### config.mk
export PLATFORM = sky130hd
export DESIGN_NAME = lc_bank_seq
export DESIGN_NICKNAME = d
export VERILOG_FILES = /design/src/rtl/lc_bank_pkg.sv /design/src/rtl/lc_bank_timer.sv /design/src/rtl/lc_bank_seq.sv
export SDC_FILE = /design/constraint.sdc
export NUM_CORES = 1
export LEC_CHECK = 0
export CORE_UTILIZATION = 30
export DETAILED_ROUTE_END_ITERATION = 10
export GPL_ROUTABILITY_DRIVEN = 0
export SLEW_MARGIN = 20
export SYNTH_ARGS = -nofsm -noshare
export SYNTH_HDL_FRONTEND = slang
export SYNTH_SLANG_ARGS = --single-unit
### constraint.sdc
create_clock -name clk -period 2.85 [get_ports clk]
set_input_delay 0.57 -clock clk [delete_from_list [all_inputs] [get_ports clk]]
set_output_delay 0.57 -clock clk [all_outputs]
set_load 0.005 [all_outputs]
### src/rtl/lc_bank_pkg.sv
// Shared types and defaults for the lumped C/L tuning bank sequencer.
package lc_bank_pkg;

    localparam int N_C_DEF        = 8;
    localparam int N_L_DEF        = 4;
    localparam int BREAK_CYC_DEF  = 4;
    localparam int SETTLE_CYC_DEF = 16;

    typedef enum logic [1:0] {
        IDLE  = 2'd0,
        BREAK = 2'd1,
        MAKE  = 2'd2,
        DONE  = 2'd3
    } state_t;

    // Width able to hold max_cyc-1; never narrower than one bit.
    function automatic int timer_w(input int max_cyc);
        return (max_cyc > 2) ? $clog2(max_cyc) : 1;
    endfunction

endpackage

### src/rtl/lc_bank_timer.sv
// Loadable down-counter shared by the break dead-time and the settle phase.
module lc_bank_timer
    import lc_bank_pkg::*;
#(
    parameter int W = 4
) (
    input  logic         clk,
    input  logic         rst_n,
    input  logic         load,
    input  logic [W-1:0] load_val,
    output logic         zero
);

    logic [W-1:0] cnt_reg;

    // Saturates at zero: only counts down while nonzero.
    always_ff @(posedge clk or negedge rst_n) begin
        if (!rst_n) begin
            cnt_reg <= '0;
        end else if (load) begin
            cnt_reg <= load_val;
        end else if (cnt_reg != '0) begin
            cnt_reg <= cnt_reg - 1'b1;
        end
    end

    assign zero = (cnt_reg == '0);

endmodule

### src/rtl/lc_bank_seq.sv
// Arbitrates host/loop tuning requests and applies the new C/L code to the
// switch bank with break-before-make ordering.
module lc_bank_seq
    import lc_bank_pkg::*;
#(
    parameter int N_C        = N_C_DEF,
    parameter int N_L        = N_L_DEF,
    parameter int BREAK_CYC  = BREAK_CYC_DEF,
    parameter int SETTLE_CYC = SETTLE_CYC_DEF
) (
    input  logic           clk,
    input  logic           rst_n,
    input  logic           host_valid,
    input  logic [N_C-1:0] host_c,
    input  logic [N_L-1:0] host_l,
    output logic           host_ready,
    input  logic           loop_valid,
    input  logic [N_C-1:0] loop_c,
    input  logic [N_L-1:0] loop_l,
    output logic           loop_ready,
    output logic [N_C-1:0] sw_c,
    output logic [N_L-1:0] sw_l,
    output logic           busy,
    output logic           done,
    output logic           grant_host
);

    localparam int NB = N_C + N_L;
    localparam int TW = timer_w((BREAK_CYC > SETTLE_CYC) ? BREAK_CYC : SETTLE_CYC);
    localparam logic [TW-1:0] BREAK_LD  = TW'(BREAK_CYC - 1);
    localparam logic [TW-1:0] SETTLE_LD = TW'(SETTLE_CYC - 1);

    state_t          state_reg, state_next;
    logic [NB-1:0]   cur_reg, cur_next;
    logic [NB-1:0]   tgt_reg, tgt_next;
    logic [NB-1:0]   sw_reg, sw_next;
    logic            grant_reg, grant_next;
    logic            done_reg, busy_reg;
    logic            t_load, t_zero;
    logic [TW-1:0]   t_val;
    logic            acc_host, acc_loop;
    logic [NB-1:0]   req;

    assign host_ready = (state_reg == IDLE);
    assign loop_ready = (state_reg == IDLE) & ~host_valid;
    assign acc_host   = host_valid & host_ready;
    assign acc_loop   = loop_valid & loop_ready;
    assign req        = acc_host ? {host_c, host_l} : {loop_c, loop_l};

    lc_bank_timer #(.W(TW)) u_timer (
        .clk      (clk),
        .rst_n    (rst_n),
        .load     (t_load),
        .load_val (t_val),
        .zero     (t_zero)
    );

    always_comb begin
        state_next = state_reg;
        cur_next   = cur_reg;
        tgt_next   = tgt_reg;
        sw_next    = sw_reg;
        grant_next = grant_reg;
        t_load     = 1'b0;
        t_val      = '0;
        case (state_reg)
            IDLE: begin
                if (acc_host | acc_loop) begin
                    tgt_next   = req;
                    grant_next = acc_host;
                    if (req == cur_reg) begin
                        state_next = DONE;
                    end else if ((cur_reg & ~req) != '0) begin
                        // Open only the bits being dropped; keep shared bits closed.
                        state_next = BREAK;
                        sw_next    = cur_reg & req;
                        t_load     = 1'b1;
                        t_val      = BREAK_LD;
                    end else begin
                        state_next = MAKE;
                        sw_next    = req;
                        t_load     = 1'b1;
                        t_val      = SETTLE_LD;
                    end
                end
            end
            BREAK: begin
                if (t_zero) begin
                    state_next = MAKE;
                    sw_next    = tgt_reg;
                    t_load     = 1'b1;
                    t_val      = SETTLE_LD;
                end
            end
            MAKE: begin
                if (t_zero) begin
                    state_next = DONE;
                    cur_next   = tgt_reg;
                end
            end
            DONE: begin
                state_next = IDLE;
            end
            default: begin
                state_next = IDLE;
            end
        endcase
    end

    always_ff @(posedge clk or negedge rst_n) begin
        if (!rst_n) begin
            state_reg <= IDLE;
            cur_reg   <= '0;
            tgt_reg   <= '0;
            sw_reg    <= '0;
            grant_reg <= 1'b0;
            done_reg  <= 1'b0;
            busy_reg  <= 1'b0;
        end else begin
            state_reg <= state_next;
            cur_reg   <= cur_next;
            tgt_reg   <= tgt_next;
            sw_reg    <= sw_next;
            grant_reg <= grant_next;
            done_reg  <= (state_next == DONE);
            busy_reg  <= (state_next != IDLE);
        end
    end

    assign sw_c       = sw_reg[NB-1:N_L];
    assign sw_l       = sw_reg[N_L-1:0];
    assign busy       = busy_reg;
    assign done       = done_reg;
    assign grant_host = grant_reg;

endmodule
==> metrics.md <==
| Metric | Value |
|---|---|
| Vias/cell | 4.85 |
| Worst Tran Pin Value | 0.508 ns |
| Syn Area/Cell | 11.0 sq um |
| Most used cell, CP | buf_6 |
| Total grt overflow | 0 |
| Row cnt | 33 |
| Sequential share of the synthesized area | 43.3% |
| Run status | finished, violations left |
| Width of the die | 95.1 microns |
| Total Power | 4.02 mW |
| RSZ-0062 raised after global routing | yes |
| Relative slew slack | 66.2% |
| Fin. Hold Viols | 0 |
| Post-detail-place hpwl | 4860 microns |
| Wire length per cell | 15.4 microns |
| Placed cell count | 405 |
| Ys Warns | 0 |
| Residual DRC | 0 |
| Critical path, cell by cell | nor3b_4, buf_12, buf_6, mux2i_4, ha_2, or4_4, nor3_4, buf_6, mux2_4, a221o_2 |
| Clk pin slew, worst setup/hold paths | 0.09 ns |
| Synth Net Count | 289 |
| Placeable Area | 8300 sq um |
| 1st-iter DRT viols | 99 |
| Failing checks | negative setup slack |
| Fill count | 791 |
| TritonCTS clock tree | yes |
| Share of cells above drive strength 1 | 35.1% |
| N_diodes | 0 |
| Critical path launch point | state_reg[1] |
| Seq cells post-synth | 45 |
| Final Routed Wirelength | 6490 microns |
| TritonCTS Buffers | 5 |
| Fin nets | 368 |
| Worst R2R Start | state_reg[1] |
| Slowest-stage cell, CP | or4_4 |
| Post-layout worst setup margin | -0.0598 ns |
| Sequential cell area | 1130 sq um |
| Worst min path class | input port to async pin |
| Area of the multi-input gates | 1520 sq um |
| Drt first pass iters | 4 |
| CP Data Arrival Time | 3.10 ns |
| FF-to-FF End | sw_reg[7] |
| Number of global-route vias before repair | 2138 |
| Maximum root-to-sink buffer count | 2 |
| Max_cap viols | 0 |
| Critical Path RT | 3.04 ns |
| Fin crit period | 2.91 ns |
| R2R Setup Slk | -0.06 ns |
| Crit path to | sw_reg[7] |
| Crit path kind | register to register |
| Stages on worst setup path | 10 |
| Largest net degree at the start of global routing | 27 |
| Die height | 95.1 microns |
| Post-synthesis cell count | 236 |
| Clock Latency Late Sink | 0.30 ns |
| Non-filler cells in the finished layout | 421 |
| GR Util All Layers | 15.7% |
| DP Worst Slack | -0.827 ns |
| Via count | 2042 |
| Buf/Inv on CP | 3 |
| Htree depth | 2 |
| # clock sinks | 45 |
| Area Growth Syn to Fin | 42.1% |
| Final max-slew violation count | 0 |
| Setup Skew | 0.0115 ns |
| Leakage | 1.71 nW |
| Share of the synthesized area in the top cell type | 43.3% |
| Yosys cell types | 34 |
| Final antenna-violating net count | 0 |
| Critical Path Fanout Max | 8 |
| IO Pins | 45 |
| Final Util | 44.5% |
| Crit path capture type | register |
| Period utilization | 102% |
| First-pass GRT wire length | 10700 microns |
| Crit path largest cell delay | 0.53 ns |
| Worst r2r path cells | 10 |
| Post-synthesis cell area | 2600 sq um |
| Synth area leader | dfrtp_1 |
| CTS root buf | clkbuf_8 |
| Peak VDD IR | 0.000444 V |
| CP Launch Type | register |
| I/O Buffers | 44 |
| Starting Density | 31.3% |
| Die area | 9050 sq um |
| Ranking of synthesized cells by area | dfrtp_1 43%, ha_1 12%, mux2_2 11%, mux2i_1 4.6%, nand2_1 4.3% |
| Fmax | 344 MHz |
| Final setup viols | 12 |
| Initial antenna violation count | 0 |
| Power Dens Cells | 1090 nW/um^2 |
| Kind of cell adding the most delay to the critical path | simple AND/OR/NAND/NOR gates |
-- cells in the final DEF (no fill, tap or decap), types with 3 or more instances in the layout --
cell / instances
a221o_1: 5
mux2i_2: 7
a221o_2: 7
mux2i_1: 3
a21oi_1: 13
xnor2_1: 3
clkbuf_8: 7
dfrtp_1: 45
mux2_2: 13
nand2_1: 30
or4_4: 3
ha_1: 16
buf_4: 31
inv_1: 14
buf_6: 7
o21ai_0: 14
ha_2: 8
clkdlybuf4s50_1: 42
mux2_4: 12
-- synthesized netlist by cell type (all sizes together) --
library cell and instances:
xnor2 3, clkbuf 5, and2 2, inv 14, buf 6, nor3b 2, nand4 2, ha 25
nand2 30, mux2i 12, and2b 2, mux2 26, o211ai 1, or3 4, dfrtp 45, a21o 1
nand4b 1, o21ai 14, a31oi 1, or4 3, or2 1, a32oi 1, nor3 4, nor2 2
o31ai 2, a21oi 15, a221o 12
-- metal layers --
layer / track usage (%) / vias up / part of all wire (%)
met4: 4.17 / 0 / 1.0
met2: 26.8 / 38 / 50
met1: 20.1 / 1002 / 46
li1: - / 995 / -
met3: 3.19 / 7 / 3.3
met5: 0 / - / 0
-- where the power goes --
| group | internal [mW] | switching [mW] | total (mW) | leakage [nW] |
|---|---|---|---|---|
| clock network | 0.219 | 0.215 | 0.435 | 0.0542 |
| registers | 0.937 | 0.218 | 1.16 | 0.569 |
| logic | 1.41 | 1.02 | 2.43 | 1.09 |
| total | 2.57 | 1.45 | 4.02 | 1.71 |
-- cell families (layout without fill, tap and decap cells) --
kind of cell	Yosys count	after routing	share of synthesized area (%)
compound gates	47	47	12.3
xor+xnor	3	3	1.01
fa+ha+maj	25	25	12.0
buf+inv	25	105	4.47
flops	45	45	43.3
mux	38	38	15.9
simple gates	53	53	11.1
-- worst min-delay path by stage --
stage / from / to / slack [ns] / cells past startpoint
2_1_floorplan: rst_n / busy / 0.27 / 0
3_3_place_gp: grant_host / grant_host / 0.47 / 1
6_report: rst_n / grant_host / 0.23 / 1
5_1_grt: rst_n / grant_host / 0.26 / 1
3_5_place_dp: grant_host / grant_host / 0.48 / 1
4_1_cts: rst_n / grant_host / 0.24 / 1
-- layout make-up --
cell class              instances  share of cell area (%)
flip-flops and latches         45                    30.5
clock buffers                   7                    2.61
clock inverters                 1                   0.135
multi-input cells             166                    41.2
repair buffers                 83                    20.6
well taps                     105                    3.55
inverters                      14                    1.42
-- stage by stage --
step	hold slack [ns]	setup TNS (ns)	instance area [sq um]
2_1_floorplan	0.274	-1.47	2660
3_3_place_gp	0.468	-13.61	3400
3_5_place_dp	0.477	-13.53	3400
4_1_cts	0.245	-1.05	3620
5_1_grt	0.260	-1.82	3700
6_report	0.231	-0.546	3700
-- timing repair --
action | 4_1_cts | 5_1_grt
resized for setup | 23 | 13
hold buffers | 0 | 0
setup endpoints to repair | 19 | 17
buffers inserted | 6 | 2
pin swaps | 6 | 7
No activity file was read; power rests on OpenSTA's default activity.
